===== src/rtl/tag_packet_sender.sv =====
// tag_packet_sender: FIFO-buffered tag word serialiser with preamble,
// programmable bit period and NRZ / Manchester line coding.
module tag_packet_sender #(
    parameter int               DATA_W     = 10,
    parameter int               DEPTH      = 4,
    parameter int               BIT_CYCLES = 8,
    parameter int               PRE_W      = 4,
    parameter logic [PRE_W-1:0] PRE_VAL    = 4'b1010
) (
    input  logic                       clock,
    input  logic                       reset,
    input  logic                       wr_valid,
    input  logic [DATA_W-1:0]          wr_data,
    output logic                       wr_ready,
    input  logic                       sending,
    input  logic                       mode,
    output logic                       output_data,
    output logic                       busy,
    output logic [$clog2(DEPTH+1)-1:0] fifo_count,
    output logic                       underrun,
    output logic                       abort
);

    localparam int PTR_W = $clog2(DEPTH);
    localparam int CNT_W = $clog2(DEPTH + 1);
    localparam int PH_W  = $clog2(BIT_CYCLES);
    localparam int MAX_W = (PRE_W > DATA_W) ? PRE_W : DATA_W;
    localparam int IDX_W = (MAX_W > 1) ? $clog2(MAX_W) : 1;
    localparam int EXT_W = 1 << IDX_W;

    localparam logic [PH_W-1:0]  PH_LAST  = PH_W'(BIT_CYCLES - 1);
    localparam logic [PH_W-1:0]  PH_HALF  = PH_W'(BIT_CYCLES / 2);
    localparam logic [IDX_W-1:0] PRE_TOP  = IDX_W'(PRE_W - 1);
    localparam logic [IDX_W-1:0] DATA_TOP = IDX_W'(DATA_W - 1);
    localparam logic [CNT_W-1:0] CNT_FULL = CNT_W'(DEPTH);

    typedef enum logic [1:0] {
        IDLE,
        PRE,
        DATA
    } state_e;

    logic [DATA_W-1:0] mem_q [DEPTH];
    logic [PTR_W-1:0]  wr_ptr_q;
    logic [PTR_W-1:0]  rd_ptr_q;
    logic [CNT_W-1:0]  count_q;

    logic              sending_q;
    state_e            state_q;
    logic [DATA_W-1:0] shift_q;
    logic              mode_q;
    logic [IDX_W-1:0]  idx_q;
    logic [PH_W-1:0]   phase_q;
    logic              out_q;
    logic              underrun_q;
    logic              abort_q;

    logic              start;
    logic              push;
    logic              pop;
    logic [EXT_W-1:0]  pre_ext;
    logic [EXT_W-1:0]  dat_ext;
    logic [PH_W-1:0]   phase_inc;
    logic [IDX_W-1:0]  idx_dec;
    logic              cur_bit;
    logic              nxt_bit;

    // Line coder: Manchester inverts the bit in the second half-period.
    function automatic logic enc(input logic b,
                                 input logic [PH_W-1:0] ph,
                                 input logic m);
        return (m && (ph >= PH_HALF)) ? ~b : b;
    endfunction

    assign wr_ready  = (count_q < CNT_FULL);
    assign push      = wr_valid & wr_ready;
    assign start     = sending & ~sending_q;
    assign pop       = start & (state_q == IDLE) & (count_q != '0);

    // Zero-extended views so the bit index always spans the vector.
    assign pre_ext   = EXT_W'(PRE_VAL);
    assign dat_ext   = EXT_W'(shift_q);
    assign phase_inc = phase_q + 1'b1;
    assign idx_dec   = idx_q - 1'b1;
    assign cur_bit   = (state_q == PRE) ? pre_ext[idx_q] : dat_ext[idx_q];
    assign nxt_bit   = (state_q == PRE) ? pre_ext[idx_dec] : dat_ext[idx_dec];

    assign output_data = out_q;
    assign busy        = (state_q != IDLE);
    assign fifo_count  = count_q;
    assign underrun    = underrun_q;
    assign abort       = abort_q;

    // FIFO storage: written on accepted pushes only.
    always_ff @(posedge clock) begin
        if (push) begin
            mem_q[wr_ptr_q] <= wr_data;
        end
    end

    // FIFO pointers and occupancy; pointers wrap naturally at DEPTH.
    always_ff @(posedge clock or negedge reset) begin
        if (!reset) begin
            wr_ptr_q <= '0;
            rd_ptr_q <= '0;
            count_q  <= '0;
        end else begin
            if (push) begin
                wr_ptr_q <= wr_ptr_q + 1'b1;
            end
            if (pop) begin
                rd_ptr_q <= rd_ptr_q + 1'b1;
            end
            unique case ({push, pop})
                2'b10:   count_q <= count_q + 1'b1;
                2'b01:   count_q <= count_q - 1'b1;
                default: count_q <= count_q;
            endcase
        end
    end

    // Packet FSM: output register always holds the coded value for the
    // phase described by state_q/idx_q/phase_q.
    always_ff @(posedge clock or negedge reset) begin
        if (!reset) begin
            sending_q  <= 1'b0;
            state_q    <= IDLE;
            shift_q    <= '0;
            mode_q     <= 1'b0;
            idx_q      <= '0;
            phase_q    <= '0;
            out_q      <= 1'b0;
            underrun_q <= 1'b0;
            abort_q    <= 1'b0;
        end else begin
            sending_q  <= sending;
            underrun_q <= 1'b0;
            abort_q    <= 1'b0;
            unique case (state_q)
                IDLE: begin
                    out_q <= 1'b0;
                    if (start) begin
                        if (count_q != '0) begin
                            shift_q <= mem_q[rd_ptr_q];
                            mode_q  <= mode;
                            idx_q   <= PRE_TOP;
                            phase_q <= '0;
                            state_q <= PRE;
                            out_q   <= enc(PRE_VAL[PRE_W-1], '0, mode);
                        end else begin
                            underrun_q <= 1'b1;
                        end
                    end
                end
                PRE, DATA: begin
                    if (!sending) begin
                        state_q <= IDLE;
                        out_q   <= 1'b0;
                        abort_q <= 1'b1;
                    end else if (phase_q != PH_LAST) begin
                        phase_q <= phase_inc;
                        out_q   <= enc(cur_bit, phase_inc, mode_q);
                    end else if (idx_q != '0) begin
                        idx_q   <= idx_dec;
                        phase_q <= '0;
                        out_q   <= enc(nxt_bit, '0, mode_q);
                    end else if (state_q == PRE) begin
                        state_q <= DATA;
                        idx_q   <= DATA_TOP;
                        phase_q <= '0;
                        out_q   <= enc(shift_q[DATA_W-1], '0, mode_q);
                    end else begin
                        state_q <= IDLE;
                        out_q   <= 1'b0;
                    end
                end
                default: begin
                    state_q <= IDLE;
                    out_q   <= 1'b0;
                end
            endcase
        end
    end

endmodule

===== config.mk =====
export PLATFORM = sky130hd
export DESIGN_NAME = tag_packet_sender
export DESIGN_NICKNAME = d
export VERILOG_FILES = /design/src/rtl/tag_packet_sender.sv
export SDC_FILE = /design/constraint.sdc
export NUM_CORES = 1
export LEC_CHECK = 0
export ABC_CLOCK_PERIOD_IN_PS = 3500
export CORE_MARGIN = 2
export CORE_UTILIZATION = 63
export CTS_BUF_LIST = sky130_fd_sc_hd__clkbuf_8 sky130_fd_sc_hd__clkbuf_16
export CTS_CLUSTER_SIZE = 8
export DETAILED_ROUTE_END_ITERATION = 10
export PLACE_DENSITY = 0.86
export SETUP_SLACK_MARGIN = 0.05
export SLEW_MARGIN = 20
export SYNTH_ARGS = -nofsm -noshare
export SYNTH_HDL_FRONTEND = slang
export SYNTH_SLANG_ARGS = --single-unit

===== constraint.sdc =====
create_clock -name clock -period 3.5 [get_ports clock]
set_clock_uncertainty 0.05 [all_clocks]
set_input_delay 0.35 -clock clock [delete_from_list [all_inputs] [get_ports clock]]
set_output_delay 0.35 -clock clock [all_outputs]
set_load 0.005 [all_outputs]

==> results.tsv, run 1 <==
stage	metric	value	unit
outcome	status	complete, no violations	
cts	CTS tree	done	
global_route	Global Route Usage Sum	21.95	%
timing	final hold vios	0	
floorplanning	starting density of the core	65.26	%
synthesis	sequential share of the synthesized area	59.31	%
cells_and_area	Final Util	72.71	%
timing	Min Clock Period, post-route	2335	ps
cts	Clock Latency Late Sink	340	ps
synthesis	FF+latch count, synth	71	
synthesis	top cell type's share of synthesized area	36.04	%
global_route	initial antenna violation count	0	
worst_setup_path	crit path launch	state_q[0]	
min_path	Min-Delay Path Class	primary input to asynchronous set/reset pin	
drt	DR WL/cell	17.38	um
cells_and_area	fin cells	328	
cts	clk sink count	71	
timing	fin. max-slew vios	0	
worst_setup_path	CP max FO	13	
drt	Antenna Nets Post-Route	0	
timing	fmax	428.2	MHz
timing	final setup violating endpoints	0	
floorplanning	Core Box Area	5107	sq um
cts	hold_buf cts	0	
timing	Slew Limit Headroom	52.26	%
power	P per Cell Area	801.5	nW/um^2
synthesis	Post-synth ARST share	43.66	%
floorplanning	Die Span Y	76.74	um
place	IO Port Bufs	22	
power	overall power	2.976	mW
cts	Resize count post-CTS	0	
floorplanning	Die Area	5888	sq um
cts	CTS Buffer Depth	2	
synthesis	synthesized area	3333	sq um
worst_setup_path	critical path required time	3710	ps
place	cell total after placement	312	
drt	routed vias	1891	
job	Max-Cap Viols	0	
place	Place WS	963.3	ps
worst_setup_path	Worst setup SP type	register	
cts	cts bufs inserted	9	
cells_and_area	Area Overhead vs Synth	11.41	%
cells_and_area	fin area	3714	sq um
synthesis	post-synth net total	259	
synthesis	Synth Instances	230	
power	Peak VDD IR	0.4169	mV
floorplanning	num rows	26	
worst_setup_path	critical path class	register to register	
timing	Final Cycle Share	66.72	%
cells_and_area	nets@finish	282	
timing	Worst Tran Pin Value	716.1	ps
global_route	total grt overflow	0	
place	Detailed Place HPWL	4.020	mm
worst_setup_path	reg-to-reg critical path startpoint	state_q[0]	
timing	Hold WS	358.0	ps
timing	RSZ-0062 raised after global routing	false	
drt	vias per cell	5.765	
power	Leakage	1.433	nW
cts	CTS H-Tree Depth	3	
synthesis	Post-synth top cells	edfxtp_1 (40), dfrtp_1 (31), inv_1 (17)	
drt	DR pass1 iterations	4	
global_route	first-pass GRT wire length	9.563	mm
cts	Root Driver	clkbuf_8	
global_route	vias in the first global route	1944	
cells_and_area	share of post-route cells with drive strength above 1	17.83	%
drt	drt drc	0	
drt	Routed WL	5.699	mm
worst_setup_path	Crit. End Element	register	
worst_setup_path	CP Data Arrival Time	2550	ps
place	placed inst area	3557	sq um
synthesis	Synth area leaders	edfxtp_1 (36%), dfrtp_1 (23%), mux4_2 (8.8%)	
cells_and_area	n_diodes	0	
timing	Final TNS setup	0	ps
synthesis	post-synth top area cell	edfxtp_1	
synthesis	Top FF cell, synth	edfxtp_1	
synthesis	count leader, synth	edfxtp_1	
synthesis	synthesized area per cell	14.49	sq um
floorplanning	I/O pins	23	
drt	DR iter-0 viols	129	
floorplanning	Chip Width	76.74	um
synthesis	Cell variety after synth	45	
synthesis	EDFF count, synth	40	
synthesis	synth warn	0	
place	GPL Wtd Cong	0.8500	
timing	Setup WS post-layout	1165	ps
cts	Worst-path clk slew	70	ps
cts	setup repair bufs after CTS	0	
global_route	largest net degree at the start of global routing	32	
-- layer usage --
layer / share of wire, % / up-vias / wire length [um] / global-route usage (%)
li1: - / 889 / - / -
met1: 41 / 946 / 2358 / 26.90
met2: 52 / 45 / 2981 / 36.84
met3: 4.1 / 11 / 231 / 6.000
met4: 2.2 / 0 / 127 / 9.455
met5: 0 / - / 0 / 0
-- where the power goes --
part / leakage (nW) / switching [mW] / internal [mW]
Combinational: 0.607 / 0.513 / 0.598
Clock: 0.0865 / 0.280 / 0.244
Sequential: 0.740 / 0.225 / 1.12
Total: 1.43 / 1.02 / 1.96
-- placed cells by master (no fill, tap or decap), drive strengths merged, types with 2 or more instances in the layout --
cell type      netlist  layout
o21ai               10      10
nor2                 9       9
mux4                13      13
mux2i                4       4
edfxtp              40      40
clkbuf               8       9
buf                  4       2
mux2                15      15
nand3                3       3
inv                 17      19
or3                  2       2
dfrtp               31      31
nand2               14      14
xor2                 3       3
ha                  13      13
nor2b                4       4
and2                 4       4
a21oi                7       7
xnor2                5       5
nor3b                2       2
clkinv               0       4
clkdlybuf4s50        0      22
-- cell type report --
class	instances	area, sq um
inverter	17	63.81
tap	70	87.58
multi-input combinational	130	1194
clock buffer	9	123.9
sequential	71	1977
timing repair buffer	24	235.2
clock inverter	7	32.53
fill	348	1394
-- flip-flops by register name, indices dropped and copies added (netlist names) --
| name | flops |
|---|---|
| wr_ptr_q | 2 |
| phase_q | 3 |
| output_data | 1 |
| underrun | 1 |
| sending_q | 1 |
| rd_ptr_q | 2 |
| abort | 1 |
| fifo_count | 3 |
| shift_q | 10 |
| mem_q | 40 |
| idx_q | 4 |
| state_q | 2 |
| mode_q | 1 |
-- cells by family (layout without fill, tap and decap cells) --
logic type      count (synthesis)  after routing  share of synthesized area, %
compound gates                 29             29                         5.819
xor+xnor                        8              8                         2.102
buf+inv                        29             57                         4.880
fa+ha+maj                      14             14                         5.481
simple gates                   47             47                         7.357
flops                          71             71                         59.31
mux                            32             32                         15.05
-- path summary, 6_finish.rpt --
path,end,slack (ps),cells past startpoint
max,idx_q[3],1160,8
min,shift_q[8],360,2
max reg2reg,idx_q[3],1160,8
min reg2reg,underrun,460,3
max in group asynchronous,wr_ptr_q[1],2750,2
min in group clock,underrun,460,3
-- worst max-delay path: stages, from the launching register on --
cell	delay, ps
dfrtp_1	380
inv_1	90
ha_1	460
inv_1	150
nor2_1	70
o21ai_0	280
nand2_1	250
or3_1	390
a21oi_1	140
No activity file was read; power rests on OpenSTA's default activity.
==> inputs of run 2 (changes only) <==
- ABC_CLOCK_PERIOD_IN_PS: 3500 -> 2300
- CORE_UTILIZATION: 63 -> 58
- PLACE_DENSITY: 0.86 -> 0.81
- clock period: 3.5 -> 2.3 ns (I/O delays scaled with it)
==> run 2 against run 1 <==
  * Core utilization is 3.8 points lower
  * Hold slack worse by 120 ps
  * Register-to-register slack worse by 950 ps
  * Power up 56%
  * Die area is 8.2% higher
  * Critical endpoint is now fifo_count[2]
  * Via count is 2.0% higher
  * Worst setup slack got worse by 950 ps
  * First-iteration DRC count fell by 14%
  * Global-route usage shrank 2.6 points
==> results.tsv, run 2 (same netlist as run 1, synthesis figures left out) <==
stage	metric	value	unit	change
outcome	status	complete, no violations		
floorplanning	Die Span Y	79.81	um	+4.0%
drt	DR WL/cell	16.39	um	-5.7%
drt	drt drc	0		unchanged
drt	Routed WL	5.606	mm	-1.6%
floorplanning	num rows	27		+3.8%
cells_and_area	share of post-route cells with drive strength above 1	22.59	%	+4.8 points
cells_and_area	most frequent cells in the layout	edfxtp_1 (40), dfrtp_1 (31), clkdlybuf4s50_1 (22)		
cts	hold_buf cts	0		unchanged
worst_setup_path	critical path class	register to register		
worst_setup_path	Crit. End Element	register		
cts	Clock Latency Late Sink	340	ps	about the same
cts	cts bufs inserted	9		unchanged
cts	CTS Buffer Depth	2		unchanged
cts	clk sink count	71		unchanged
global_route	initial antenna violation count	0		unchanged
drt	met3 routed WL	177	um	-23%
place	Place WS	61.15	ps	-902.1 ps
timing	final hold vios	0		unchanged
worst_setup_path	WP buf/inv	2		unchanged
worst_setup_path	critical-path cell list	inv_1 -> ha_1 -> and3_1 -> ha_1 -> inv_1 -> fa_1 -> xor2_1 -> nor2_1 -> xnor2_1		
global_route	largest net degree at the start of global routing	32		unchanged
floorplanning	starting density of the core	60.16	%	-5.1 points
timing	fmax	478.6	MHz	+12%
timing	Slew Limit Headroom	66.09	%	+14 points
floorplanning	Core Box Area	5540	sq um	+8.5%
worst_setup_path	worst reg-to-reg path cell count	9		+1
place	GPL Wtd Cong	0.8650		+1.8%
timing	Setup WS post-layout	210.6	ps	-954.0 ps
worst_setup_path	critical path required time	2510	ps	-1200 ps
min_path	Min-Delay Path Class	primary input to asynchronous set/reset pin		
cts	CTS H-Tree Depth	3		unchanged
job	Max-Cap Viols	0		unchanged
worst_setup_path	CP top delay family	adder cells		
place	Detailed Place HPWL	3.849	mm	-4.3%
worst_setup_path	R2R setup slack	210	ps	-950 ps
power	Leakage	1.484	nW	+3.5%
cells_and_area	Layout fillers	412		+18%
timing	RSZ-0062 raised after global routing	true		
drt	routed vias	1929		+2.0%
cells_and_area	Storage cell area	1977	sq um	unchanged
cells_and_area	Largest Register	mem_q		
worst_setup_path	worst stage delay on the critical path	400	ps	-60 ps
worst_setup_path	CP max FO	5		-8
drt	met2 WL	2.853	mm	-4.3%
floorplanning	Chip Width	79.81	um	+4.0%
timing	Final TNS setup	0	ps	unchanged
power	Peak VDD IR	0.6667	mV	+60%
drt	DR iter-0 viols	111		-14%
cells_and_area	n_diodes	0		unchanged
cells_and_area	most common cell after layout, fill and taps aside	edfxtp_1		
drt	met1 WL	2.502	mm	+6.1%
timing	Min Clock Period, post-route	2089	ps	-246.0 ps
worst_setup_path	Worst setup SP type	register		
drt	Highest Signal Layer	met4		
drt	vias per cell	5.640		-2.2%
floorplanning	I/O pins	23		unchanged
worst_setup_path	CP max stage cell	dfrtp_1		
timing	final setup violating endpoints	0		unchanged
global_route	vias in the first global route	1900		-2.3%
cells_and_area	Area Overhead vs Synth	14.49	%	
cts	Worst-path clk slew	80	ps	about the same
timing	Worst Tran Pin Value	508.7	ps	-207.3 ps
timing	Final Cycle Share	90.84	%	+24 points
cells_and_area	max reg flops	40		unchanged
place	IO Port Bufs	22		unchanged
cts	CTS tree	done		
drt	Antenna Nets Post-Route	0		unchanged
cells_and_area	area of the multi-input gates	1196	sq um	+0.21%
global_route	first-pass GRT wire length	9.108	mm	-4.8%
worst_setup_path	CP Data Arrival Time	2300	ps	-250 ps
floorplanning	Die Area	6370	sq um	+8.2%
worst_setup_path	reg-to-reg endpoint	fifo_count[2]		
global_route	total grt overflow	0		unchanged
drt	DR pass1 iterations	4		unchanged
power	P per Cell Area	1214	nW/um^2	+51%
cells_and_area	biggest regs	mem_q: 40 flops, shift_q: 10 flops, idx_q: 4 flops		
timing	fin. max-slew vios	0		unchanged
cells_and_area	nets@finish	294		+4.3%
global_route	Global Route Usage Sum	19.37	%	-2.6 points
worst_setup_path	reg-to-reg critical path startpoint	state_q[1]		
cts	Root Driver	clkbuf_8		
run 2: final cells by class:
| class | instances | area share, % |
|---|---|---|
| Sequential cell | 71 | 51.80 |
| Multi-Input combinational cell | 130 | 31.34 |
| Timing Repair Buffer | 36 | 8.525 |
| Clock buffer | 9 | 3.246 |
| Tap cell | 72 | 2.361 |
| Inverter | 17 | 1.672 |
| Clock inverter | 7 | 1.049 |
run 2: per-stage QoR:
step	hold slack [ps]	cells	area, sq um	utilization, %	total power, mW
5_1_grt	256.0	342	3816	68.88	4.937
4_1_cts	241.2	342	3814	68.83	4.673
3_3_place_gp	440.0	326	3650	65.88	3.742
2_1_floorplan	-115.6	230	3334	-	3.313
6_report	236.6	342	3816	68.88	4.632
3_5_place_dp	452.8	326	3650	65.88	3.838
run 2: how the worst max path moves through the flow:
| stage | start | endpoint | depth (start not counted) |
|---|---|---|---|
| 2_1_floorplan | state_q[0] | fifo_count[2] | 11 |
| 3_5_place_dp | sending | fifo_count[2] | 9 |
| 3_3_place_gp | sending | fifo_count[2] | 9 |
| 5_1_grt | state_q[1] | fifo_count[2] | 9 |
| 4_1_cts | state_q[1] | fifo_count[2] | 9 |
| 6_report | state_q[1] | fifo_count[2] | 9 |
run 2: power by group:
part / internal, mW / switching, mW
Sequential: 1.70 / 0.247
Clock: 0.379 / 0.453
Combinational: 0.984 / 0.871
run 2: timing repair:
item,CTS,global route
setup buffers,0,0
gates resized for setup,0,1
setup endpoints to repair,0,2
run 2: routing by layer:
metal | up-vias | track usage (%)
met5 | - | 0
met3 | 9 | 4.977
met1 | 975 | 24.79
met2 | 35 | 31.93
met4 | 0 | 7.458
li1 | 910 | -
